### src/rtl/vga_readback.sv
// Framebuffer pixel read-back: fetches one pixel or eight horizontally adjacent
// pixels through the framebuffer read port and returns them as a CPU byte.
module vga_readback #(
  parameter int WIDTH  = 160,
  parameter int HEIGHT = 120,
  parameter int ADDR_W = 15
) (
  input  logic              clk,
  input  logic              reset,
  input  logic              req,
  input  logic [7:0]        x,
  input  logic [6:0]        y,
  input  logic              mode,
  output logic              busy,
  output logic              done,
  output logic [7:0]        data,
  output logic              oor,
  output logic              mem_rd_en,
  output logic [ADDR_W-1:0] mem_addr,
  input  logic              mem_rdata
);

  typedef enum logic [1:0] {IDLE, READ, DRAIN, DONE} state_t;

  localparam logic [8:0]        COL_LIM = 9'(WIDTH);
  localparam logic [7:0]        ROW_LIM = 8'(HEIGHT);
  localparam logic [ADDR_W-1:0] WIDTH_A = ADDR_W'(WIDTH);

  state_t              state_reg, state_next;
  logic [7:0]          x_reg;
  logic                mode_reg;
  logic [ADDR_W-1:0]   row_base_reg;
  logic                y_ok_reg;
  logic                oor_pend_reg;
  logic [2:0]          issue_cnt_reg;
  logic                rd_en_reg, rd_en_next;
  logic [ADDR_W-1:0]   addr_reg, addr_next;
  logic                cap_valid_reg, cap_en_reg;
  logic [2:0]          cap_bit_reg;
  logic [7:0]          asm_reg, asm_merged;
  logic [7:0]          data_reg;
  logic                oor_reg;

  logic                accept;
  logic                last_issue;
  logic                issue_now;
  logic [8:0]          issue_col;
  logic [ADDR_W-1:0]   issue_base;
  logic                issue_y_ok;
  logic [ADDR_W-1:0]   req_base;
  logic                req_y_ok;
  logic                req_oor;
  logic [8:0]          req_last_col;

  assign accept     = (state_reg == IDLE) && req;
  assign last_issue = (issue_cnt_reg == (mode_reg ? 3'd7 : 3'd0));

  // Range facts of an incoming request; column math is 9-bit so x+7 never wraps.
  assign req_base     = {{(ADDR_W-7){1'b0}}, y} * WIDTH_A;
  assign req_y_ok     = {1'b0, y} < ROW_LIM;
  assign req_last_col = {1'b0, x} + (mode ? 9'd7 : 9'd0);
  assign req_oor      = !req_y_ok || (req_last_col >= COL_LIM);

  always_comb begin
    state_next = state_reg;
    issue_now  = 1'b0;
    issue_col  = {1'b0, x_reg} + {6'b0, issue_cnt_reg} + 9'd1;
    issue_base = row_base_reg;
    issue_y_ok = y_ok_reg;
    case (state_reg)
      IDLE: begin
        issue_col  = {1'b0, x};
        issue_base = req_base;
        issue_y_ok = req_y_ok;
        if (req) begin
          issue_now  = 1'b1;
          state_next = READ;
        end
      end
      READ: begin
        if (last_issue) begin
          state_next = DRAIN;
        end else begin
          issue_now = 1'b1;
        end
      end
      DRAIN:   state_next = DONE;
      DONE:    state_next = IDLE;
      default: state_next = IDLE;
    endcase
  end

  // Out-of-range pixels are never read; the address register keeps its old value.
  always_comb begin
    rd_en_next = issue_now && issue_y_ok && (issue_col < COL_LIM);
    addr_next  = addr_reg;
    if (rd_en_next) begin
      addr_next = issue_base + {{(ADDR_W-9){1'b0}}, issue_col};
    end
  end

  // Read data arrives one cycle after the issue; merge it into its byte lane.
  for (genvar gi = 0; gi < 8; gi++) begin : g_lane
    assign asm_merged[gi] = (cap_valid_reg && (cap_bit_reg == 3'(gi)))
                          ? (cap_en_reg & mem_rdata) : asm_reg[gi];
  end

  always_ff @(posedge clk) begin
    if (reset) begin
      state_reg     <= IDLE;
      x_reg         <= '0;
      mode_reg      <= 1'b0;
      row_base_reg  <= '0;
      y_ok_reg      <= 1'b0;
      oor_pend_reg  <= 1'b0;
      issue_cnt_reg <= '0;
      rd_en_reg     <= 1'b0;
      addr_reg      <= '0;
      cap_valid_reg <= 1'b0;
      cap_en_reg    <= 1'b0;
      cap_bit_reg   <= '0;
      asm_reg       <= '0;
      data_reg      <= '0;
      oor_reg       <= 1'b0;
    end else begin
      state_reg     <= state_next;
      rd_en_reg     <= rd_en_next;
      addr_reg      <= addr_next;
      cap_valid_reg <= (state_reg == READ);
      cap_en_reg    <= rd_en_reg;
      cap_bit_reg   <= issue_cnt_reg;
      if (accept) begin
        x_reg         <= x;
        mode_reg      <= mode;
        row_base_reg  <= req_base;
        y_ok_reg      <= req_y_ok;
        oor_pend_reg  <= req_oor;
        issue_cnt_reg <= '0;
        asm_reg       <= '0;
      end
      if (state_reg == READ && !last_issue) begin
        issue_cnt_reg <= issue_cnt_reg + 3'd1;
      end
      if (state_reg == READ || state_reg == DRAIN) begin
        asm_reg <= asm_merged;
      end
      if (state_reg == DRAIN) begin
        data_reg <= asm_merged;
        oor_reg  <= oor_pend_reg;
      end
    end
  end

  assign busy      = (state_reg == READ) || (state_reg == DRAIN);
  assign done      = (state_reg == DONE);
  assign data      = data_reg;
  assign oor       = oor_reg;
  assign mem_rd_en = rd_en_reg;
  assign mem_addr  = addr_reg;

endmodule

### config.mk
export PLATFORM = sky130hd
export DESIGN_NAME = vga_readback
export DESIGN_NICKNAME = d
export VERILOG_FILES = /design/src/rtl/vga_readback.sv
export SDC_FILE = /design/constraint.sdc
export NUM_CORES = 1
export LEC_CHECK = 0
export BUFFER_PORTS_ARGS = -buffer_cell sky130_fd_sc_hd__clkbuf_2
export CAP_MARGIN = 20
export CORE_UTILIZATION = 40
export DETAILED_ROUTE_END_ITERATION = 16
export GPL_ROUTABILITY_DRIVEN = 0
export PLACE_DENSITY_LB_ADDON = 0.3
export SKIP_LAST_GASP = 1
export SLEW_MARGIN = 10
export SYNTH_ARGS = -nofsm -noshare
export SYNTH_HDL_FRONTEND = slang
export SYNTH_SLANG_ARGS = --single-unit
### constraint.sdc
create_clock -name clk -period 6.4 [get_ports clk]
set_input_delay 0 -clock clk [delete_from_list [all_inputs] [get_ports clk]]
set_output_delay 0 -clock clk [all_outputs]
set_load 0.03 [all_outputs]
==> impl_metrics.json, run 1 <==
{
  "outcome": "finished, final reports clean",
  "routedWlPerCell_um": 13.2,
  "powerDensity_mw_per_mm2": 361,
  "path_delay_family": "compound AO/OA/AOI/OAI gates",
  "drt_pass1_iterations": 4,
  "synth_simple_gate_area_frac": 0.203,
  "root_buffer": "clkbuf_8",
  "synth_top_family_by_area": "simple AND/OR/NAND/NOR gates",
  "synth_most_common_cell": "dfxtp_1",
  "drv_slew": 0,
  "tightest_slew_ps": 905,
  "peakVddDrop_v": 0.000162,
  "p_leak_nw": 1.85,
  "grt_start_max_net_pins": 66,
  "worstPathArrival_ps": 4010,
  "hpwlAfterDp_um": 5440,
  "yosys.area_share.xor_xnor": 0.0436,
  "diodes": 0,
  "clk_latency_ps": 340,
  "startpoint_type": "register",
  "synth_warnings": 0,
  "overflow": 0,
  "fin_cells": 588,
  "drc": 0,
  "syn-num-nets": 477,
  "max-cap-violations": 0,
  "fp.dieW_um": 97.1,
  "area_delta_synth_final_pct": 16.8,
  "setup_tns_ps": 0,
  "h-tree-depth": 3,
  "p_int_mw": 0.911,
  "design.core.area_mm2": 0.00872,
  "synthFlopType": "dfxtp_1",
  "dp_cells": 561,
  "post_cts.repair.setup_buffers": 0,
  "yosysUniqueCellTypes": 48,
  "hold_depth": 4,
  "critical_path_depth": 17,
  "max_stage_delay_ps": 520,
  "period_needed_ps": 3750,
  "grt_pass1_vias": 2943,
  "drt_iter0_markers": 76,
  "clock_power_share": 0.238,
  "timing_worst_setup_path_type": "register to register",
  "synth.area.mux_share": 0.107,
  "seqPwrFrac": 0.331,
  "power.switching_fraction": 0.402,
  "path_cells": "inv_1 -> ha_1 -> inv_1 -> fa_1 -> a21oi_1 -> nor2_1 -> nand2_1 -> xor2_1 -> o21ai_0 -> ha_1 -> a21o_1 -> a21oi_1 -> o21bai_1 -> o311ai_0 -> or3b_2 -> xnor2_1 -> o31ai_1",
  "yosysSeqAreaShare": 0.354,
  "cts_buffers": 9,
  "rsz0062_at_grt": "no",
  "critPathSlowestCell": "or3b_2",
  "relSlewSlack": 0.397,
  "hold_path.class": "primary input to register",
  "antenna_found_initial": 0,
  "clock_skew_ps": 5.59,
  "io_buffers": 46,
  "synth_top_area_share": 0.354,
  "power.switching_mw": 0.612,
  "synth_common_cells": "dfxtp_1, nand2_1, nor2_1, a21oi_1, ha_1",
  "critPathRequiredTime_ps": 6660,
  "largest_reg_flops": 15,
  "clock_sink_count": 64,
  "wl_um": 7790,
  "final_antenna_net_count": 0,
  "die_h_um": 97.1,
  "num_rows": 34,
  "rrSetupSlack_ps": 2650,
  "io_pins": 47,
  "fin_crit_sh": 0.586,
  "timing.fmax_mhz": 266,
  "cts_tree": "built",
  "pwr-share-comb": 0.431,
  "via_per_inst": 5.13,
  "vias": 3015,
  "initial_utilization": 0.414,
  "synth_area_leader_cell": "dfxtp_1",
  "crit_buf_inv": 2,
  "synth_cells": 428,
  "grt_pass1_wl_um": 13200,
  "async_reset_ff_frac": 0,
  "setup_viol": 0,
  "drive_gt1_frac": 0.175,
  "synth_edf_count": 0,
  "worstRegToRegCells": 17,
  "ys_top_cells_by_area": "dfxtp_1, ha_1, mux2i_1",
  "path_clk_slew_ps": 70,
  "synth_area_mm2": 0.00361,
  "nets": 525,
  "synth-compound-area-share": 0.141,
  "cts_buffer_depth": 2,
  "synth_fa_ha_area_frac": 0.109,
  "die_area_mm2": 0.00942,
  "grt_usage": 0.170,
  "finalHoldViolations": 0,
  "synth-seq-cells": 64,
  "avgSynthCellArea_um2": 8.45,
  "endpoint_kind": "register",
  "critical_path.max_fanout": 4
}
[final timing paths]
kind / startpoint / end
hold / removal: y[6] / row_base_reg[13]$_SDFFE_PP0P_
setup reg to reg: issue_cnt_reg[0]$_SDFFE_PP0P_ / mem_addr[14]$_SDFFE_PP0P_
setup / recovery: issue_cnt_reg[0]$_SDFFE_PP0P_ / mem_addr[14]$_SDFFE_PP0P_
hold reg to reg: row_base_reg[8]$_SDFFE_PP0P_ / row_base_reg[8]$_SDFFE_PP0P_
[final cells by class]
class / instances / area (um2)
clock buffers: 12 / 165
clock inverters: 3 / 40.0
fillers: 859 / 4500
inverters: 10 / 37.5
multi-input cells: 330 / 2190
flip-flops and latches: 64 / 1280
well taps: 108 / 135
repair buffers: 61 / 374
[layer usage]
layer	share of wire	wire length (um)	up-vias	global-route usage
met3	0.028	218	10	0.0367
met1	0.48	3750	1393	0.211
met4	0.0099	77	0	0.0528
met2	0.48	3740	46	0.293
li1	-	-	1566	-
met5	0	0	-	0
[repair_timing]
| action | CTS | global route |
|---|---|---|
| hold buffers | 11 | 0 |
| endpoints found under the hold margin | 11 | 0 |
| setup endpoints to repair | 0 | 0 |
| gates resized for setup | 0 | 0 |
[stage by stage]
stage               hold WS, ps  cell area [um2]   util  power (mW)  worst slack [ps]
floorplan                   136             3610      -        1.02              3030
global route               61.3             4220  0.484        1.63              2420
CTS                        55.9             4210  0.483        1.54              2630
detailed placement          256             3890  0.446        1.16              2670
global placement            258             3890  0.446        1.15              2810
finish                     70.4             4220  0.484        1.52              2650
[cell families after synthesis]
kind of cell    count (synthesis)
simple gates                  164
compound gates                 82
flops                          64
mux                            37
buf+inv                        34
fa+ha+maj                      29
xor+xnor                       18
[power by group through the flow]
| stage | clock [mW] | sequential (mW) | combinational (mW) |
|---|---|---|---|
| after floorplan | 0 | 0.553 | 0.465 |
| after global placement | 0 | 0.511 | 0.639 |
| after detailed placement | 0 | 0.513 | 0.648 |
| after CTS | 0.374 | 0.504 | 0.657 |
| after global routing | 0.387 | 0.513 | 0.729 |
| final | 0.362 | 0.505 | 0.657 |
[worst register-to-register path, delay by kind of cell, from the launching register on]
| family | cells | cell delay (ps) |
|---|---|---|
| AOI/OAI and AO/OA | 7 | 1190 |
| adders and majority gates | 3 | 920 |
| and+or+nand+nor | 3 | 720 |
| DFF | 1 | 360 |
| xor gates and xnor gates | 2 | 280 |
| buffers and inverters | 2 | 190 |
[cells in the final DEF (no fill, tap or decap), drive strengths merged, types with 5 or more instances in the layout]
| cell | instances |
|---|---|
| dfxtp | 64 |
| nand2 | 63 |
| nor2 | 60 |
| clkbuf | 58 |
| a21oi | 42 |
| ha | 25 |
| mux2i | 24 |
| mux2 | 13 |
| dlygate4sd3 | 11 |
| o21ai | 10 |
| xnor2 | 10 |
| inv | 10 |
| nor2b | 9 |
| xor2 | 8 |
| a21o | 7 |
| nand4 | 5 |
Power figures use the tool's default switching activity.
==> run 2, diff against run 1 <==
--- a/config.mk
+++ b/config.mk
@@ -5,6 +5,7 @@
 export SDC_FILE = /design/constraint.sdc
 export NUM_CORES = 1
 export LEC_CHECK = 0
+export ABC_AREA = 1
 export BUFFER_PORTS_ARGS = -buffer_cell sky130_fd_sc_hd__clkbuf_2
 export CAP_MARGIN = 20
 export CORE_UTILIZATION = 40
==> constraint.sdc (replaced) <==
create_clock -name clk -period 3.8 [get_ports clk]
set_input_delay 0 -clock clk [delete_from_list [all_inputs] [get_ports clk]]
set_output_delay 0 -clock clk [all_outputs]
set_load 0.03 [all_outputs]
==> run 2 against run 1 <==
  * The run now ends with design-rule violations left
  * Highest routed layer unchanged
  * Largest power group unchanged
  * First-iteration DRC count up 99%
  * Largest cell class unchanged
  * Maximum frequency up 31%
  * Setup slack worse by 1700 ps
  * Synthesized cell count up 22%
  * Critical endpoint is now mem_addr[12]$_SDFFE_PP0P_
  * Sequential share of layout area down 0.33 points
==> impl_metrics.json, run 2 <==
{
  "drt_iter0_markers": 151,
  "wl_um": 8730,
  "nFillCells": 888,
  "initial_utilization": 0.416,
  "vias": 3426,
  "synth_common_cells": "nand2_1, nor2_1, dfxtp_1, inv_1, a21oi_1",
  "yosysUniqueCellTypes": 35,
  "wl_met2_um": 3770,
  "critPathSlowestCell": "dfxtp_1",
  "period_needed_ps": 2860,
  "fin_crit_sh": 0.752,
  "hold_path.class": "primary input to register",
  "peakVddDrop_v": 0.000269,
  "num_rows": 34,
  "via_per_inst": 4.99,
  "fp.dieW_um": 97.7,
  "hpwlAfterDp_um": 6320,
  "hold-worst-slack_ps": 4.03,
  "critical_path.max_fanout": 6,
  "area_delta_synth_final_pct": 16.4,
  "grt_usage": 0.194,
  "clock_skew_ps": 11.3,
  "timing.fmax_mhz": 350,
  "wl_met3_um": 408,
  "io_pins": 47,
  "synth_cells": 521,
  "yosysSeqAreaShare": 0.350,
  "ys_top_cells_by_area": "dfxtp_1, nand2_1, ha_1",
  "synth_most_common_cell": "nand2_1",
  "endpoint_kind": "register",
  "synth_top_area_share": 0.350,
  "drc": 8,
  "clock_power_share": 0.201,
  "cts_buffer_depth": 2,
  "final_common_cell": "nand2_1",
  "grt_start_max_net_pins": 39,
  "seqPwrFrac": 0.290,
  "power.switching_fraction": 0.462,
  "worstPathArrival_ps": 3100,
  "grt_pass1_vias": 3149,
  "cts_buffers": 9,
  "drv_slew": 0,
  "cts_resized": 0,
  "startpoint_type": "register",
  "fin_util": 0.485,
  "async_reset_ff_frac": 0,
  "total_power_mw": 3.26,
  "powerDensity_mw_per_mm2": 763,
  "root_buffer": "clkbuf_8",
  "synth_warnings": 0,
  "fin_cells": 687,
  "p_leak_nw": 2.12,
  "power.switching_mw": 1.51,
  "dp_cells": 662,
  "path_cells": "ha_1 -> nand2_1 -> nand2_2 -> inv_2 -> nand2_4 -> nand4_1 -> nand2_1 -> nor2_2 -> ha_1 -> a21oi_1 -> nand2_1 -> a21oi_1 -> nor2_1 -> nand2_1 -> xor2_1 -> nand2_1 -> nand2_1 -> nor2_1",
  "p_int_mw": 1.75,
  "synth_edf_count": 0,
  "met1Wirelength_um": 4430,
  "overflow": 0,
  "rsz0062_at_grt": "no",
  "nets": 623,
  "drive_gt1_frac": 0.143,
  "synthFlopType": "dfxtp_1",
  "clk_latency_ps": 350,
  "die_area_mm2": 0.00955,
  "relSlewSlack": 0.395,
  "largest_reg_flops": 15,
  "cts_tree": "built",
  "diodes": 0,
  "worst_slack_ps": 942,
  "top_layer": "met4",
  "max_stage_delay_ps": 450,
  "grt_pass1_wl_um": 14600,
  "syn-num-nets": 570,
  "design.core.area_mm2": 0.00881,
  "h-tree-depth": 3,
  "drt_pass1_iterations": 11,
  "max-cap-violations": 0,
  "setup_tns_ps": 0,
  "final_antenna_net_count": 0,
  "finalHoldViolations": 0,
  "final_area_mm2": 0.00427,
  "path_clk_slew_ps": 70,
  "clock_sink_count": 64,
  "place_area_mm2": 0.00396,
  "synth_area_leader_cell": "dfxtp_1",
  "pwr-share-comb": 0.508,
  "timing_worst_setup_path_type": "register to register",
  "place_ws_ps": 983,
  "violations": "design-rule violations",
  "setup_viol": 0,
  "final_cell_mix": "nand2_1, nor2_1, dfxtp_1",
  "io_buffers": 46,
  "critPathRequiredTime_ps": 4040,
  "avgSynthCellArea_um2": 7.03,
  "die_h_um": 97.7,
  "synth-seq-cells": 64,
  "synth_area_mm2": 0.00366,
  "outcome": "complete, but fails checks",
  "cpMostUsedCell": "nand2_1",
  "tightest_slew_ps": 907,
  "routedWlPerCell_um": 12.7,
  "antenna_found_initial": 0
}
[run 2: layout make-up]
class                      count  area [um2]  area share
multi-input combinational    381        2050       0.480
sequential                    64        1280       0.300
timing repair buffer          58         343      0.0804
inverter                      60         239      0.0560
clock buffer                  11         141      0.0331
tap                          108         135      0.0317
clock inverter                 5        80.1      0.0188
[run 2: what timing repair did]
action | CTS | global route
hold endpoints to repair | 9 | 0
hold buffers | 9 | 0
setup buffers | 0 | 0
[run 2: final timing paths]
check / startpoint / to / slack (ps) / depth (start not counted)
setup / recovery: issue_cnt_reg[2]$_SDFFE_PP0P_ / mem_addr[12]$_SDFFE_PP0P_ / 940 / 18
hold / removal: mode / mode_reg$_SDFFE_PP0P_ / 4 / 3
setup reg to reg: issue_cnt_reg[2]$_SDFFE_PP0P_ / mem_addr[12]$_SDFFE_PP0P_ / 940 / 18
hold reg to reg: mem_rd_en$_SDFF_PP0_ / cap_en_reg$_SDFF_PP0_ / 430 / 2
[run 2: worst max-delay path, delay by kind of cell (launching register included)]
| family | cells | cell delay [ps] |
|---|---|---|
| simple gates | 12 | 1100 |
| buf+inv | 1 | 60 |
| xor+xnor | 1 | 150 |
| compound gates | 2 | 350 |
| flops | 1 | 450 |
| fa+ha+maj | 2 | 670 |
[run 2: cells by family (layout without fill, tap and decap cells)]
logic type / count (synthesis) / after routing / synth area share
AO/OA/AOI/OAI: 101 / 101 / 0.152
XOR/XNOR: 9 / 9 / 0.0215
adder cells (fa/ha/maj): 29 / 29 / 0.107
buffers and inverters: 76 / 134 / 0.0918
flip-flops: 64 / 64 / 0.350
AND/OR/NAND/NOR: 242 / 242 / 0.278
[run 2: power by group through the flow]
stage	combinational, mW	clock, mW	sequential (mW)
after floorplan	1.07	0	1.13
after global placement	1.61	0	0.954
after detailed placement	1.64	0	0.960
after CTS	1.65	0.668	0.947
after global routing	1.84	0.701	0.970
final	1.66	0.656	0.945
[run 2: metal layers]
metal,up-vias,GRT usage
met3,9,0.0460
met1,1542,0.259
li1,1781,-
met2,94,0.306
met5,-,0
met4,0,0.0711
==> run 3, diff against run 2 <==
--- a/config.mk
+++ b/config.mk
@@ -5,7 +5,7 @@
 export SDC_FILE = /design/constraint.sdc
 export NUM_CORES = 1
 export LEC_CHECK = 0
-export ABC_AREA = 1
+export ABC_AREA = 0
 export BUFFER_PORTS_ARGS = -buffer_cell sky130_fd_sc_hd__clkbuf_2
 export CAP_MARGIN = 20
 export CORE_UTILIZATION = 40
==> constraint.sdc (replaced) <==
create_clock -name clk -period 2.5 [get_ports clk]
set_input_delay 0 -clock clk [delete_from_list [all_inputs] [get_ports clk]]
set_output_delay 0 -clock clk [all_outputs]
set_load 0.03 [all_outputs]
==> run 3 against run 2 <==
  * The run ends with negative setup slack left
  * Routed wire length shrank 1.7%
  * Sequential power is 37% higher
  * Setup slack got worse by 1600 ps
  * Critical endpoint is now mem_addr[14]$_SDFFE_PP0P_
==> impl_metrics.json, run 3 (synthesis results as in run 1) <==
{
  "die_h_um": 97.1,
  "endpoint_kind": "register",
  "setup_viol": 8,
  "cts_buffers": 9,
  "num_rows": 34,
  "drive_gt1_frac": 0.287,
  "path_clk_slew_ps": 70,
  "p_leak_nw": 2.10,
  "largest_reg_flops": 15,
  "place_ws_ps": -574,
  "cts_tree": "built",
  "io_buffers": 46,
  "io_pins": 47,
  "max-cap-violations": 0,
  "fin_cells": 635,
  "tightest_slew_ps": 895,
  "nets": 571,
  "max_stage_delay_ps": 390,
  "critPathSlowestCell": "or3b_4",
  "critical_path.max_fanout": 2,
  "vias": 3226,
  "dp_cells": 598,
  "grt_pass1_wl_um": 14300,
  "drc": 0,
  "clk_latency_ps": 350,
  "grt_pass1_vias": 3060,
  "wl_um": 8580,
  "finalHoldViolations": 0,
  "hpwlAfterDp_um": 6170,
  "timing.fmax_mhz": 320,
  "design.core.area_mm2": 0.00872,
  "worstPathArrival_ps": 3370,
  "drt_pass1_iterations": 4,
  "drt_iter0_markers": 72,
  "violations": "negative setup slack",
  "via_per_inst": 5.08,
  "final_common_cell": "nand2_1",
  "clock_skew_ps": 7.69,
  "area_delta_synth_final_pct": 29.8,
  "hold_path.class": "primary input to register",
  "grt_start_max_net_pins": 44,
  "diodes": 0,
  "relSlewSlack": 0.403,
  "path_cells": "inv_4 -> ha_4 -> inv_2 -> fa_2 -> a21oi_2 -> nor2_1 -> nand2_1 -> xor2_1 -> o21ai_2 -> ha_1 -> a21o_1 -> a21oi_2 -> o21bai_2 -> o311ai_2 -> or3b_4 -> xnor2_1 -> o31ai_1",
  "routedWlPerCell_um": 13.5,
  "critPathRequiredTime_ps": 2750,
  "powerDensity_mw_per_mm2": 908,
  "clock_sink_count": 64,
  "timing_worst_setup_path_type": "register to register",
  "outcome": "complete, but fails checks",
  "die_area_mm2": 0.00942,
  "final_antenna_net_count": 0,
  "peakVddDrop_v": 0.000562,
  "overflow": 0,
  "cts_buffer_depth": 2,
  "initial_utilization": 0.414,
  "root_buffer": "clkbuf_8",
  "fin_util": 0.538,
  "total_power_mw": 4.26,
  "h-tree-depth": 3,
  "drv_slew": 0,
  "fp.dieW_um": 97.1,
  "startpoint_type": "register",
  "antenna_found_initial": 0,
  "cpMostUsedCell": "a21oi_2",
  "rsz0062_at_grt": "yes",
  "final_cell_mix": "nand2_1, dfxtp_1, nor2_1",
  "period_needed_ps": 3120,
  "grt_usage": 0.187,
  "worst_slack_ps": -621,
  "fin_crit_sh": 1.25
}
[run 3: per-layer routing]
metal,share of wire,routed length [um],track usage,vias up
li1,-,-,-,1652
met1,0.49,4180,0.243,1484
met2,0.45,3820,0.299,75
met3,0.048,411,0.0576,15
met4,0.018,158,0.0540,0
met5,0,0,0,-
[run 3: per-stage QoR]
| stage | TNS (ps) | hold WS (ps) | cell area [um2] |
|---|---|---|---|
| 2_1_floorplan | -1370 | 136 | 3700 |
| 3_3_place_gp | -2120 | 260 | 4250 |
| 3_5_place_dp | -2530 | 261 | 4250 |
| 4_1_cts | -2940 | 33.9 | 4630 |
| 5_1_grt | -4920 | 71.2 | 4690 |
| 6_report | -2980 | 45.3 | 4690 |
[run 3: worst paths after layout]
| path | start | endpoint | slack, ps | cells after the start |
|---|---|---|---|---|
| max | issue_cnt_reg[0]$_SDFFE_PP0P_ | mem_addr[14]$_SDFFE_PP0P_ | -620 | 17 |
| max reg2reg | issue_cnt_reg[0]$_SDFFE_PP0P_ | mem_addr[14]$_SDFFE_PP0P_ | -620 | 17 |
| min | y[6] | row_base_reg[13]$_SDFFE_PP0P_ | 50 | 4 |
| min reg2reg | row_base_reg[9]$_SDFFE_PP0P_ | row_base_reg[9]$_SDFFE_PP0P_ | 460 | 2 |
[run 3: power by group]
part	leakage, nW	total, mW	internal (mW)	switching [mW]
Sequential	0.522	1.29	1.18	0.104
Combinational	1.48	2.10	0.918	1.19
Clock	0.0964	0.868	0.455	0.412
Total	2.10	4.26	2.55	1.70
[run 3: worst max-delay path, delay by kind of cell, from the launching register on]
family,cells,cell delay (ps)
compound gates,7,950
xor+xnor,2,330
fa+ha+maj,3,770
buf+inv,2,90
flops,1,350
simple gates,3,550
[run 3: area by class of cell]
cell class                 count  area [um2]
clock inverter                 6        58.8
fill                         818        4030
sequential                    64        1290
multi-input combinational    330        2280
tap                          108         135
timing repair buffer         107         757
inverter                      10        40.0
clock buffer                  10         128
[run 3: what timing repair did]
action,in CTS,in global routing
gates resized for setup,11,4
buffers inserted,8,6
hold buffers,11,0
hold endpoints to repair,11,0
endpoints found under the setup margin,8,15
pin swaps,17,11
cloned,0,1
